--- src/rtl/ac_pkg.sv ---
// ac_pkg: shared I2S framing helpers and sample-pair type for the codec and mstClk sides
package ac_pkg;
  localparam int AC_DATA_WDT = 24;
  localparam int AC_SLOT_WDT = 32;
  localparam int AC_BCLK_DIV = 4;
  function automatic int frame_bits(input int slot_wdt);
    return 2 * slot_wdt;
  endfunction
  function automatic int half_div(input int bclk_div);
    return bclk_div / 2;
  endfunction
  localparam int FRAME_BITS = frame_bits(AC_SLOT_WDT);
  localparam int HALF_DIV = half_div(AC_BCLK_DIV);
  typedef struct packed {
    logic signed [AC_DATA_WDT-1:0] l;
    logic signed [AC_DATA_WDT-1:0] r;
  } ac_pair_t;
endpackage

--- src/rtl/ac_i2s_clkgen.sv ---
// ac_i2s_clkgen: BCLK/LRCK divider chain with bit-edge and frame strobes
module ac_i2s_clkgen import ac_pkg::*; #(
  parameter int SLOT_WDT = AC_SLOT_WDT,
  parameter int BCLK_DIV = AC_BCLK_DIV,
  localparam int BW = $clog2(2 * SLOT_WDT),
  localparam int DW = $clog2(BCLK_DIV)
) (
  input  logic          clk,
  input  logic          reset,
  output logic          i2sBclk,
  output logic          i2sLrck,
  output logic          fallStb,
  output logic          riseStb,
  output logic          frameWrap,
  output logic [BW-1:0] slotBit
);
  logic [DW-1:0] div_cnt, div_nxt;
  logic [BW-1:0] bit_cnt, bit_nxt;
  // strobes decode the current counter position; next-state feeds the registered pins
  always_comb begin
    fallStb = div_cnt == DW'(BCLK_DIV - 1);
    riseStb = div_cnt == DW'(half_div(BCLK_DIV));
    frameWrap = fallStb && bit_cnt == BW'(frame_bits(SLOT_WDT) - 1);
    slotBit = bit_cnt >= BW'(SLOT_WDT) ? bit_cnt - BW'(SLOT_WDT) : bit_cnt;
    div_nxt = fallStb ? '0 : div_cnt + 1'b1;
    bit_nxt = frameWrap ? '0 : fallStb ? bit_cnt + 1'b1 : bit_cnt;
  end
  // pins are registered from the next counter values so they line up with the counters
  always_ff @(posedge clk) begin
    if (!reset) begin
      div_cnt <= '0;
      bit_cnt <= '0;
      i2sBclk <= 1'b0;
      i2sLrck <= 1'b0;
    end else begin
      div_cnt <= div_nxt;
      bit_cnt <= bit_nxt;
      i2sBclk <= div_nxt >= DW'(half_div(BCLK_DIV));
      i2sLrck <= bit_nxt >= BW'(SLOT_WDT);
    end
  end
endmodule

--- src/rtl/ac_i2s_serdes.sv ---
// ac_i2s_serdes: codec-side I2S master serdes with frame tick; AC_LOOPBACK_EN adds DAC-to-ADC loopback
module ac_i2s_serdes import ac_pkg::*; #(
  parameter int DATA_WDT = AC_DATA_WDT,
  parameter int SLOT_WDT = AC_SLOT_WDT,
  parameter int BCLK_DIV = AC_BCLK_DIV,
  localparam int BW = $clog2(2 * SLOT_WDT)
) (
  input  logic                clk,
  input  logic                reset,
`ifdef AC_LOOPBACK_EN
  input  logic                loopback,
`endif
  output logic                acTick,
  output logic [DATA_WDT-1:0] acAdcDataL,
  output logic [DATA_WDT-1:0] acAdcDataR,
  input  logic [DATA_WDT-1:0] acDacDataL,
  input  logic [DATA_WDT-1:0] acDacDataR,
  output logic                i2sBclk,
  output logic                i2sLrck,
  output logic                i2sDacDat,
  input  logic                i2sAdcDat
);
  logic fall_stb, rise_stb, frame_wrap, slot_last, dac_ok, adc_ok, adc_bit;
  logic [BW-1:0] slot_bit, nb;
  logic [DATA_WDT-1:0] out_sh, sh_r, sr_l, sr_r;
  ac_i2s_clkgen #(.SLOT_WDT(SLOT_WDT), .BCLK_DIV(BCLK_DIV)) u_clkgen (
    .clk(clk),
    .reset(reset),
    .i2sBclk(i2sBclk),
    .i2sLrck(i2sLrck),
    .fallStb(fall_stb),
    .riseStb(rise_stb),
    .frameWrap(frame_wrap),
    .slotBit(slot_bit)
  );
  // nb is the slot bit about to start after the next falling BCLK
  always_comb begin
    nb = slot_bit + 1'b1;
    slot_last = slot_bit == BW'(SLOT_WDT - 1);
    dac_ok = nb <= BW'(DATA_WDT);
    adc_ok = slot_bit != '0 && slot_bit <= BW'(DATA_WDT);
`ifdef AC_LOOPBACK_EN
    adc_bit = loopback ? i2sDacDat : i2sAdcDat;
`else
    adc_bit = i2sAdcDat;
`endif
  end
  // out_sh shifts the active slot word MSB first; sh_r holds the right word until its slot
  always_ff @(posedge clk) begin
    if (!reset) begin
      i2sDacDat <= 1'b0;
      out_sh <= '0;
      sh_r <= '0;
    end else begin
      if (fall_stb) i2sDacDat <= dac_ok ? out_sh[DATA_WDT-1] : 1'b0;
      if (frame_wrap) begin
        out_sh <= acDacDataL;
        sh_r <= acDacDataR;
      end else if (fall_stb && slot_last) out_sh <= sh_r;
      else if (fall_stb && dac_ok) out_sh <= out_sh << 1;
    end
  end
  // ADC bits shift in on rising BCLK; words and the tick publish at frame wrap
  always_ff @(posedge clk) begin
    if (!reset) begin
      sr_l <= '0;
      sr_r <= '0;
      acAdcDataL <= '0;
      acAdcDataR <= '0;
      acTick <= 1'b0;
    end else begin
      if (rise_stb && adc_ok && i2sLrck) sr_r <= {sr_r[DATA_WDT-2:0], adc_bit};
      if (rise_stb && adc_ok && !i2sLrck) sr_l <= {sr_l[DATA_WDT-2:0], adc_bit};
      if (frame_wrap) begin
        acAdcDataL <= sr_l;
        acAdcDataR <= sr_r;
        acTick <= 1'b1;
      end else if (fall_stb && slot_last && !i2sLrck) acTick <= 1'b0;
    end
  end
endmodule

--- config.mk ---
export PLATFORM = sky130hd
export DESIGN_NAME = ac_i2s_serdes
export DESIGN_NICKNAME = d
export VERILOG_FILES = /design/src/rtl/ac_pkg.sv /design/src/rtl/ac_i2s_clkgen.sv /design/src/rtl/ac_i2s_serdes.sv
export SDC_FILE = /design/constraint.sdc
export NUM_CORES = 1
export LEC_CHECK = 0
export ABC_AREA = 1
export BUFFER_PORTS_ARGS = -buffer_cell sky130_fd_sc_hd__buf_2
export CORE_ASPECT_RATIO = 1.1
export CORE_MARGIN = 2
export CORE_UTILIZATION = 50
export CTS_BUF_LIST = sky130_fd_sc_hd__clkbuf_8 sky130_fd_sc_hd__clkbuf_16
export CTS_CLUSTER_SIZE = 20
export DETAILED_ROUTE_END_ITERATION = 10
export PLACE_DENSITY_LB_ADDON = 0.08
export SKIP_CTS_REPAIR_TIMING = 1
export SYNTH_ARGS = -nofsm -noshare
export SYNTH_HDL_FRONTEND = slang
export SYNTH_SLANG_ARGS = --single-unit
--- constraint.sdc ---
create_clock -name clk -period 1.5 [get_ports clk]
set_input_delay 0.15 -clock clk [delete_from_list [all_inputs] [get_ports clk]]
set_output_delay 0.15 -clock clk [all_outputs]
set_load 0.03 [all_outputs]
# Word level (Yosys, flattened, before mapping)

Index checks and enable logic that the tools add are counted.
W data, S select, Z words.

Add/subtract/negate cells: 4
Order comparisons: 5
Equal/unequal tests: 4
Mux-type cells: 10
Reductions and logical operators: 12

Operator list:

| cell                  | count |
|---|---|
| $mux W24              | 3 |
| $mux W6               | 3 |
| $add A6 B1 Y6 const B | 2 |
| $ge A6 B6 Y1 const B  | 2 |
| $le A6 B5 Y1 const B  | 2 |
| $logic_and A1 B1 Y1   | 8 |
| $eq A6 B5 Y1 const B  | 1 |
| $eq A6 B6 Y1 const B  | 1 |
| $reduce_bool A6 Y1    | 1 |
| $sub A6 B6 Y6 const B | 1 |
| $eq A2 B2 Y1 const B  | 2 |
| $mux W1               | 3 |
| $reduce_bool A3 Y1    | 1 |
| $add A2 B1 Y2 const B | 1 |
| $ge A2 B2 Y1 const B  | 1 |
| $mux W2               | 1 |
| $reduce_bool A2 Y1    | 1 |
| $logic_not A1 Y1      | 1 |

Bits in registers: 156
Word-level logic and storage cells: 47

# Logic depth before layout (Yosys ltp)

Gate-level depths: netlist of run 1.

Word-level depth: 8
Gate-level depth with buffers: 13
Gate-level depth less buffers: 12

# Modules after synthesis

Synthesis of run 1 repeated with hierarchy kept, for this count alone.

Cell total of the unflattened synthesis: 935
Area, all modules: 6452.4 sq um

By module, submodules not included:

| module        | instances | cells an instance | area each (sq um) | sequential area each (sq um) |
|---|---|---|---|---|
| ac_i2s_serdes | 1         | 882               | 6062.1            | 2922.8 |
| ac_i2s_clkgen | 1         | 53                | 390.4             | 160.2 |

# Worst setup path before layout of run 1

OpenSTA, ideal clock, no wires.

Kind: register -> register
Start point: register u_clkgen.div_cnt[1]
End point: register out_sh[10]
Setup time: 0.115 ns
Arrival: 1.681 ns
Slack: -0.296 ns
Cell stages (with the launch flop): 10
Path buffers: 3
Path through: dfxtp_1 -> ha_1 -> buf_4 -> inv_1 -> nor2_1 -> nand2_2 -> buf_6 -> buf_4 -> a21oi_1 -> nor2_1

Longest elaborated chain between the ends: 4

RTL lines:

| item                   | line                | text |
|---|---|---|
| start, declared        | ac_i2s_clkgen.sv:17 | `logic [DW-1:0] div_cnt, div_nxt;` |
| start signal, assigned | ac_i2s_clkgen.sv:36 | `div_cnt <= div_nxt;` |
| $eq A2 B2 Y1 *         | ac_i2s_clkgen.sv:21 | `fallStb = div_cnt == DW'(BCLK_DIV - 1);` |
| $logic_and A1 B1 Y1    | ac_i2s_serdes.sv:59 | `end else if (fall_stb && slot_last) out_sh <= sh_r;` |
| $mux W24               | ac_i2s_serdes.sv:59 |  |
| $mux W24               | ac_i2s_serdes.sv:56 | `if (frame_wrap) begin` |
| end signal, assigned   | ac_i2s_serdes.sv:57 | `out_sh <= acDacDataL;` |
| end signal, assigned   | ac_i2s_serdes.sv:59 |  |
| end signal, assigned   | ac_i2s_serdes.sv:60 | `else if (fall_stb && dac_ok) out_sh <= out_sh << 1;` |
| end, declared          | ac_i2s_serdes.sv:25 | `logic [DATA_WDT-1:0] out_sh, sh_r, sr_l, sr_r;` |

Every way passes the cells marked *; elsewhere a longest branch is shown, timed or not.
A chain may end at the register's enable or synchronous reset.

# Worst setup path in the final report of run 1

Start point: register u_clkgen.bit_cnt[0]
End point: register out_sh[3]

Longest elaborated chain between the ends: 6

RTL lines:

| item                                                                   | line                                     | text |
|---|---|---|
| start, declared                                                        | ac_i2s_clkgen.sv:18                      | `logic [BW-1:0] bit_cnt, bit_nxt;` |
| start signal, assigned                                                 | ac_i2s_clkgen.sv:37                      | `bit_cnt <= bit_nxt;` |
| $sub A6 B6 Y6 / $ge A6 B6 Y1 (equally long branches)                   | ac_i2s_clkgen.sv:24                      | `slotBit = bit_cnt >= BW'(SLOT_WDT) ? bit_cnt - BW'(SLOT_WDT) : bit_cnt;` |
| $mux W6                                                                | ac_i2s_clkgen.sv:24                      |  |
| $add A6 B1 Y6 / $eq A6 B5 Y1 (equally long branches)                   | ac_i2s_serdes.sv:38, ac_i2s_serdes.sv:39 |  |
| $le A6 B5 Y1 / $logic_and A1 B1 Y1 (equally long branches)             | ac_i2s_serdes.sv:40, ac_i2s_serdes.sv:59 |  |
| $logic_and A1 B1 Y1 / $mux W24 (equally long branches)                 | ac_i2s_serdes.sv:60, ac_i2s_serdes.sv:59 |  |
| $reduce_bool A3 Y1 (no source line) / $mux W24 (equally long branches) | -                                        |  |

Parallel ways exist; a longest one is shown, timed or not.

==> flow_summary_export.csv, run 1 <==
group,metric,value,unit
sta,final_hold_viol_count,1,
worst_setup_path,worstPathCellList,"ha_4, nand2_4, inv_4, buf_6, nand3_4, nor2_4, buf_6, clkbuf_16, nand2_1, nand3_2, a21oi_2, nor2_1",
global_route,antenna_found_initial,0,
worst_setup_path,critPathKind,"flip-flop to flip-flop",
routing,drt-pass1-iter-count,6,
power,power_density,1090,nW/µm²
sta,fmax,601,MHz
clock_network,clk_latency,0.42,ns
synth,syn_inst,847,
worst_setup_path,cp_max_fo,10,
worst_setup_path,critPathMaxStageDelay,0.36,ns
sta,finalSetupViolations,137,
run_status,run_status,"finished, violations left",
worst_setup_path,startpoint_type,"flip-flop",
routing,dr.first_iter.drc_count,375,
global_route,top_usage_layer,"met2",
synth,synth_edf_count,0,
global_route,grtUsageTotal,22.9,%
global_route,grt_max_degree,90,
global_route,met3_usage,6.12,%
sta,grt_setup_unrepaired,"true",
synth,syn_area_per_cell,7.34,µm²
job,maxCapViolCount,0,
synth,yosysUniqueCellTypes,26,
worst_setup_path,critical_path.endpoint_type,"flip-flop",
worst_setup_path,arrival,2.02,ns
clock_network,cts.clk_slew.worst_paths,0.06,ns
routing,routedWlPerCell,14.5,µm
routing,totalWireLength,16800,µm
routing,drc_errors,0,
synth,yosysSeqAreaShare,49.6,%
die,die_area,13300,µm²
die,fp.coreArea,12100,µm²
worst_setup_path,crit_top_cell,"buf_6",
final_layout,area_growth,38.6,%
sta,final.setup.worst_slack,-0.165,ns
final_layout,layout.filler_cells,960,
die,rows,42,
placed_design,gp_congestion,0.831,
clock_network,cts_buffers,17,
clock_network,cts_root_buffer,"clkbuf_16",
die,start_util,51.4,%
worst_setup_path,slowest_stage,"dfxtp_2",
sta,clock_skew,0.00919,ns
synth,syn-num-nets,903,
placed_design,pre_cts_slack,-0.238,ns
global_route,met2_usage,37.5,%
sta,final_max_slew_viol_count,0,
global_route,grt_pass1_wl,24000,µm
synth,synth_area,6210,µm²
worst_setup_path,cp_top_family,"simple AND/OR/NAND/NOR gates",
global_route,overflow,0,
power,p_leak,0.00424,µW
synth,async_flop_share,0,%
synth,synth_flop_cell,"dfxtp_1",
worst_setup_path,required,1.86,ns
sta,hold_ws,-0.00392,ns
clock_network,clk_path_buf_depth,2,
sta,finalSetupTns,-11.95,ns
placed_design,io_buffers,102,
clock_network,numClockSinks,154,
routing,routed_via_density,5.18,
final_layout,diodes,0,
clock_network,cts_tree,"built",
global_route,use_met1,28.3,%
synth,yosys_warnings,0,
sta,fin_crit_sh,111,%
sta,slew-limit-headroom,68.0,%
final_layout,regArea,3090,µm²
synth,ys_seq_elements,154,
final_layout,multi_input_area,3050,µm²
hold_path,hp-class,"input pin to flip-flop",
sta,period_needed,1.67,ns
die,die_h,121,µm
die,ioPinCount,103,
die,die_w,110,µm
sta,tightest_slew,0.479,ns
final_layout,drive_gt1_share,30.0,%
clock_network,htreeDepth,4,
global_route,grt_pass1_vias,5370,
final_layout,nets,1054,
worst_setup_path,path_buf_inv,4,
placed_design,hpwl,9820,µm
routing,dr_total_vias,6039,
run_status,violations,"negative hold slack, negative setup slack",
routing,drtAntennaViolNets,0,
power,peakVddDrop,0.850,mV
==> cell usage after synthesis, types with 2 or more instances <==
cell type / count / area [µm²]
inv_1: 30 / 113
ha_1: 5 / 62.6
nand2_2: 6 / 37.5
nand3_2: 2 / 20.0
nor2_1: 280 / 1050
nand2_1: 106 / 398
buf_2: 15 / 75.1
o21ai_0: 110 / 551
buf_6: 9 / 101
o21ai_1: 11 / 55.1
clkbuf_2: 4 / 20.0
buf_4: 5 / 37.5
a211oi_1: 4 / 30.0
nand3b_1: 11 / 82.6
nor2_4: 4 / 45.0
nand3_1: 32 / 160
nand4_1: 2 / 12.5
a21oi_1: 26 / 130
dfxtp_1: 154 / 3080
clkbuf_1: 22 / 82.6
inv_2: 4 / 15.0
==> cell usage in the layout (no fill, tap or decap), drive strengths merged, types with 11 or more instances in the layout <==
master	netlist	final
nor2	284	284
buf	29	163
dfxtp	154	154
o21ai	121	121
nand2	113	114
inv	34	36
nand3	35	35
clkbuf	26	27
a21oi	26	26
dlygate4sd3	0	14
nand3b	11	11
==> flip-flops by register name, summed over array words and instances (netlist names) <==
register          flops
acTick                1
u_clkgen.i2sLrck      1
sh_r                 24
out_sh               24
i2sDacDat             1
acAdcDataR           24
sr_r                 24
acAdcDataL           24
sr_l                 24
u_clkgen.div_cnt      2
u_clkgen.bit_cnt      5
==> per-layer routing <==
metal	share of wire, %	up-vias	routed length [µm]
met4	1.7	0	282
met3	5.1	20	858
met1	42	2834	7110
met2	51	174	8600
li1	-	3011	-
met5	0	-	0
==> path summary, 6_finish.rpt <==
path                            start   endpoint  slack, ns  cells past startpoint
setup / recovery  u_clkgen.bit_cnt[0]  out_sh[3]      -0.17                     12
hold / removal         acDacDataR[20]   sh_r[20]     -0.004                      3
setup reg to reg  u_clkgen.bit_cnt[0]  out_sh[3]      -0.17                     12
hold reg to reg               sh_r[4]    sh_r[4]       0.45                      2
==> per-stage QoR <==
step,total power [µW],cells,instance area [µm²],hold WS [ns],utilization (%)
2_1_floorplan,4720,847,6360,0.285,-
6_report,9360,1165,8610,-0.00392,71.2
3_5_place_dp,4940,1097,7180,0.384,59.4
4_1_cts,9260,1129,7780,-0.0547,64.4
5_1_grt,9680,1165,8610,0.00153,71.2
3_3_place_gp,4920,1097,7180,0.374,59.4
==> worst reg2reg max path: stages (launching register included) <==
cell and delay [ns]:
dfxtp_2 0.36, ha_4 0.16, nand2_4 0.06, inv_4 0.07, buf_6 0.09, nand3_4 0.10, nor2_4 0.18, buf_6 0.14
clkbuf_16 0.15, nand2_1 0.07, nand3_2 0.07, a21oi_2 0.04, nor2_1 0.11
==> cell families after synthesis <==
family | after synthesis | share of synthesized area (%)
xor gates and xnor gates | 2 | 0.282
adders and majority gates | 5 | 1.01
buffers and inverters | 89 | 7.15
AOI/OAI and AO/OA | 151 | 12.3
DFF | 154 | 49.6
and+or+nand+nor | 446 | 29.6
==> area by class of cell <==
cell class	count	share of cell area, %
Clock buffer	19	5.26
Timing Repair Buffer	185	17.5
Inverter	34	1.79
Clock inverter	13	1.77
Sequential cell	154	35.9
Timing Repair inverter	1	0.0727
Multi-Input combinational cell	605	35.4
Tap cell	154	2.24
==> power by group <==
group | leakage [µW] | internal, µW | switching, µW
logic | 0.00269 | 344 | 389
clock network | 0.000297 | 2690 | 1670
registers | 0.00125 | 4200 | 72.1
(Power assumes the default switching activity.)
==> inputs of run 2 (changes only) <==
--- a/config.mk
+++ b/config.mk
@@ -11,9 +11,10 @@
 export CORE_MARGIN = 2
 export CORE_UTILIZATION = 50
 export CTS_BUF_LIST = sky130_fd_sc_hd__clkbuf_8 sky130_fd_sc_hd__clkbuf_16
-export CTS_CLUSTER_SIZE = 20
+export CTS_CLUSTER_SIZE = 10
 export DETAILED_ROUTE_END_ITERATION = 10
-export PLACE_DENSITY_LB_ADDON = 0.08
+export GPL_ROUTABILITY_DRIVEN = 0
+export PLACE_DENSITY = 0.75
 export SKIP_CTS_REPAIR_TIMING = 1
 export SYNTH_ARGS = -nofsm -noshare
 export SYNTH_HDL_FRONTEND = slang
==> run 2 against run 1 <==
The run still ends with negative hold slack, negative setup slack left. Sequential share of layout area grew 0.77 points. Hold slack worse by 0.0031 ns. Flip-flop and latch count stayed put. Total power is 0.82% higher.
==> flow_summary_export.csv, run 2 (synthesized netlist as in run 1, its figures left out) <==
group,metric,value,unit
run_status,run_status,"finished, violations left",
run_status,violations,"negative hold slack, negative setup slack",
final_layout,layout.filler_cells,951,
sta,fin_crit_sh,107,%
global_route,grtUsageTotal,21.7,%
power,p_leak,0.00414,µW
sta,finalSetupViolations,132,
clock_network,cts_buffers,17,
placed_design,io_buffers,102,
global_route,overflow,0,
die,die_h,121,µm
sta,fmax,622,MHz
final_layout,nets,1037,
worst_setup_path,cp-startpoint,"u_clkgen.bit_cnt[1]",
power,peakVddDrop,0.822,mV
worst_setup_path,path_buf_inv,4,
placed_design,pre_cts_slack,-0.136,ns
worst_setup_path,critPathKind,"flip-flop to flip-flop",
die,rows,42,
sta,grt_setup_unrepaired,"true",
hold_path,min_delay_path_depth,3,
sta,clock_skew,0.00876,ns
sta,final_max_slew_viol_count,0,
routing,drt-pass1-iter-count,5,
die,ioPinCount,103,
sta,final_hold_viol_count,3,
routing,dr_total_vias,5966,
job,maxCapViolCount,0,
worst_setup_path,critical_path.endpoint_type,"flip-flop",
placed_design,hpwl,9170,µm
clock_network,htreeDepth,4,
sta,period_needed,1.61,ns
worst_setup_path,startpoint_type,"flip-flop",
final_layout,final_util,69.8,%
global_route,antenna_found_initial,0,
sta,hold_ws,-0.00700,ns
sta,slew-limit-headroom,69.6,%
global_route,grt_pass1_wl,23000,µm
worst_setup_path,arrival,1.97,ns
clock_network,clk_latency,0.43,ns
clock_network,cts.clk_slew.worst_paths,0.06,ns
sta,tightest_slew,0.455,ns
die,fp.coreArea,12100,µm²
global_route,grt_pass1_vias,4940,
die,start_util,51.4,%
worst_setup_path,rrSetupSlack,-0.11,ns
worst_setup_path,slowest_stage,"dfxtp_2",
worst_setup_path,r2r-end,"sr_l[21]",
worst_setup_path,r2r_cells,10,
hold_path,hold_start,"acDacDataR[11]",
final_layout,diodes,0,
clock_network,cts_tree,"built",
clock_network,numClockSinks,154,
routing,m1WireLength,7070,µm
clock_network,cts_root_buffer,"clkbuf_16",
die,die_area,13300,µm²
routing,top_layer,"met4",
routing,routed_via_density,5.20,
routing,drc_errors,0,
sta,final.setup.worst_slack,-0.108,ns
clock_network,clk_path_buf_depth,2,
routing,wl_met2,7770,µm
routing,drtAntennaViolNets,0,
final_layout,drive_gt1_share,30.2,%
worst_setup_path,critPathMaxStageDelay,0.36,ns
worst_setup_path,cp_top_family,"simple AND/OR/NAND/NOR gates",
final_layout,layout_commonest_cell,"nor2_1",
global_route,grt_max_degree,68,
final_layout,area_growth,35.8,%
final_layout,regArea,3100,µm²
worst_setup_path,r2r_start,"u_clkgen.bit_cnt[1]",
die,die_w,110,µm
power,power_density,1120,nW/µm²
routing,routedWlPerCell,14.0,µm
worst_setup_path,worstPathCellList,"buf_6, inv_4, ha_4, nand4_1, nand3_4, nor2_4, buf_12, buf_8, o21ai_2, nor2_1",
hold_path,hp-class,"input pin to flip-flop",
worst_setup_path,cp_max_fo,6,
final_layout,final_cells,1148,
worst_setup_path,required,1.86,ns
placed_design,dp_cells,1082,
hold_path,holdPathEnd,"sh_r[11]",
final_layout,final_cell_mix,"nor2_1 (266), dfxtp_1 (147), buf_2 (101)",
power,p_total,9430,µW
final_layout,multi_input_area,3080,µm²
routing,totalWireLength,16100,µm
routing,dr.first_iter.drc_count,394,
routing,wl_met3,863,µm
==> run 2: changes by cell type in the layout (fill, tap and decap cells not counted), moves of 5 or more <==
cell	before	now
nor2_2	5	13
buf_4	35	27
clkbuf_16	25	20
nand3_2	15	10
o21ai_2	11	27
nor2_1	274	266
nand2_1	88	94
o21ai_0	85	72
buf_6	15	8
==> run 2: area by class of cell <==
type	instances	share of cell area, %
Clock buffer	18	5.20
Clock inverter	14	2.00
Inverter	34	1.85
Multi-Input combinational cell	605	36.5
Sequential cell	154	36.7
Tap cell	154	2.28
Timing Repair Buffer	169	15.5
==> run 2: routing by layer <==
metal,vias up,global-route usage (%)
met5,-,0
met4,0,7.66
met3,34,5.42
met2,173,34.2
met1,2782,28.8
li1,2977,-
==> run 2: worst max-delay path by stage <==
stage | cells after the start | endpoint
2_1_floorplan | 9 | out_sh[10]
3_3_place_gp | 7 | sh_r[4]
3_5_place_dp | 9 | sh_r[4]
4_1_cts | 9 | sh_r[4]
5_1_grt | 11 | out_sh[4]
6_report | 10 | sr_l[21]
==> run 2: per-stage QoR <==
step | setup TNS (ns) | area, µm²
finish | -7.13 | 8440
CTS | -8.73 | 7670
global placement | -4.48 | 7070
floorplan | -2.60 | 6360
detailed placement | -6.76 | 7070
global route | -18.37 | 8440
==> run 2: power breakdown <==
part	internal, µW	total [µW]	switching (µW)
combinational	359	761	402
sequential	4200	4280	85.0
clock	2670	4390	1720
total	7220	9430	2210
==> run 2: tightest hold or removal path: stages <==
cell and delay (ns):
buf_2 0.09, o21ai_2 0.05, a21oi_2 0.09
==> inputs of run 3 (changes only) <==
--- a/config.mk
+++ b/config.mk
@@ -15,6 +15,7 @@
 export DETAILED_ROUTE_END_ITERATION = 10
 export GPL_ROUTABILITY_DRIVEN = 0
 export PLACE_DENSITY = 0.75
+export SETUP_SLACK_MARGIN = 0.5
 export SKIP_CTS_REPAIR_TIMING = 1
 export SYNTH_ARGS = -nofsm -noshare
 export SYNTH_HDL_FRONTEND = slang
==> run 3 against run 2 <==
The flow still finishes with violations (negative hold slack, negative setup slack). Combinational power about the same. Hold slack got worse by 0.0074 ns. Final area grew 1.0%. Critical endpoint is now out_sh[19].
==> flow_summary_export.csv, run 3 (synthesized netlist as in run 1, its figures left out) <==
group,metric,value,unit
placed_design,hpwl,8860,µm
sta,slew-limit-headroom,68.6,%
job,maxCapViolCount,0,
power,power_density,1100,nW/µm²
worst_setup_path,r2r-end,"out_sh[19]",
clock_network,cts_tree,"built",
sta,final_max_slew_viol_count,0,
run_status,run_status,"finished, violations left",
worst_setup_path,r2r_start,"u_clkgen.bit_cnt[1]",
final_layout,area_growth,37.2,%
die,start_util,51.4,%
placed_design,dp_cells,1081,
sta,fin_crit_sh,109,%
routing,dr_total_vias,5876,
routing,drt-pass1-iter-count,4,
final_layout,final_util,70.5,%
final_layout,regArea,3100,µm²
final_layout,layout.filler_cells,927,
global_route,grt_pass1_vias,4915,
sta,final.setup.worst_slack,-0.128,ns
sta,finalSetupViolations,127,
worst_setup_path,startpoint_type,"flip-flop",
clock_network,cts_root_buffer,"clkbuf_16",
global_route,grtUsageTotal,21.6,%
worst_setup_path,critical_path.endpoint_type,"flip-flop",
hold_path,hold_start,"acDacDataR[12]",
die,rows,42,
power,p_sw,2300,µW
sta,fmax,614,MHz
routing,totalWireLength,16000,µm
sta,final_hold_viol_count,6,
worst_setup_path,cp_top_family,"simple AND/OR/NAND/NOR gates",
global_route,antenna_found_initial,0,
sta,period_needed,1.63,ns
die,fp.coreArea,12100,µm²
power,p_total,9390,µW
power,p_leak,0.00418,µW
die,die_area,13300,µm²
worst_setup_path,required,1.84,ns
power,peakVddDrop,0.873,mV
routing,routedWlPerCell,13.9,µm
worst_setup_path,rrSetupSlack,-0.13,ns
die,die_h,121,µm
final_layout,drive_gt1_share,28.7,%
power,swShare,24.4,%
power,pwr-share-seq,45.6,%
final_layout,final_cell_mix,"nor2_1 (267), dfxtp_1 (148), nand2_1 (98)",
routing,dr.first_iter.drc_count,571,
final_layout,nets,1036,
final_layout,layout_commonest_cell,"nor2_1",
global_route,overflow,0,
sta,hold_ws,-0.0144,ns
placed_design,io_buffers,102,
hold_path,hp-class,"input pin to flip-flop",
clock_network,numClockSinks,154,
worst_setup_path,path_buf_inv,2,
sta,tightest_slew,0.471,ns
final_layout,finalInstanceArea,8530,µm²
clock_network,cts.clk_slew.worst_paths,0.07,ns
die,die_w,110,µm
final_layout,multi_input_area,3050,µm²
hold_path,min_delay_path_depth,3,
run_status,violations,"negative hold slack, negative setup slack",
sta,clock_skew,0.00810,ns
sta,grt_setup_unrepaired,"true",
global_route,grt_max_degree,72,
routing,drc_errors,0,
clock_network,clk_path_buf_depth,2,
final_layout,diodes,0,
power,p_int,7090,µW
power,comb_power_share,8.1,%
worst_setup_path,critPathKind,"flip-flop to flip-flop",
worst_setup_path,critPathMaxStageDelay,0.37,ns
worst_setup_path,arrival,1.97,ns
clock_network,clk_latency,0.42,ns
final_layout,final_cells,1147,
clock_network,htreeDepth,4,
worst_setup_path,slowest_stage,"dfxtp_4",
worst_setup_path,r2r_cells,10,
global_route,grt_pass1_wl,23000,µm
power,pwr-share-clk,46.3,%
hold_path,holdPathEnd,"sh_r[12]",
routing,routed_via_density,5.12,
worst_setup_path,cp_max_fo,6,
placed_design,placed_cell_area,7130,µm²
clock_network,cts_buffers,17,
die,ioPinCount,103,
routing,drtAntennaViolNets,0,
worst_setup_path,worstPathCellList,"buf_6, nand3_1, nor2_1, nor2_2, nand2_8, nand2_8, clkbuf_16, nand2_1, nand2_1, nor2_1",
[run 3: cell types whose count changed in the layout (fill, tap and decap cells not counted), moves of 5 or more]
cell / change
o21ai_1: +8
buf_2: -5
o21ai_2: -11
nand2_2: -6
buf_4: -7
inv_6: +5
buf_6: +9
clkbuf_16: +5
[run 3: final cells by class]
class / count / area share (%)
flip-flops and latches: 154 / 36.3
multi-input cells: 604 / 35.8
repair buffers: 169 / 16.9
clock buffers: 18 / 5.15
well taps: 154 / 2.26
clock inverters: 14 / 1.83
inverters: 34 / 1.75
[run 3: tightest hold or removal path, stage by stage]
cell,delay (ns)
buf_2,0.09
o21ai_2,0.05
a21oi_2,0.08
[run 3: worst max path at each step]
stage / from / end / slack [ns] / cells after the start
floorplan: u_clkgen.div_cnt[1] / acAdcDataL[16] / -0.06 / 9
global placement: u_clkgen.bit_cnt[0] / u_clkgen.bit_cnt[1] / -0.06 / 9
detailed placement: u_clkgen.bit_cnt[1] / out_sh[11] / -0.08 / 12
CTS: u_clkgen.bit_cnt[1] / out_sh[11] / -0.13 / 12
global route: u_clkgen.bit_cnt[1] / out_sh[19] / -0.20 / 13
finish: u_clkgen.bit_cnt[1] / out_sh[19] / -0.13 / 10
[run 3: per-layer routing]
layer  up-vias  GRT usage [%]  wire, µm
met3        23           5.59       896
met5         -              0         0
met4         0           7.19       279
met2       191           32.5      7630
li1       2963              -         -
met1      2699           30.1      7200
[run 3: stage by stage]
stage	worst slack [ns]	hold slack [ns]	setup TNS, ns
floorplan	-0.0603	0.285	-2.56
global placement	-0.0568	0.377	-1.56
detailed placement	-0.0797	0.381	-3.44
CTS	-0.127	-0.0571	-6.18
global route	-0.196	0.00563	-16.90
finish	-0.128	-0.0144	-4.23
[run 3: power groups by stage]
stage	logic, µW	clock network, µW	registers, µW
after global routing	833	4570	4290
after global placement	557	0	4350
after CTS	572	4370	4260
after detailed placement	565	0	4350
final	763	4350	4280
after floorplan	382	0	4350
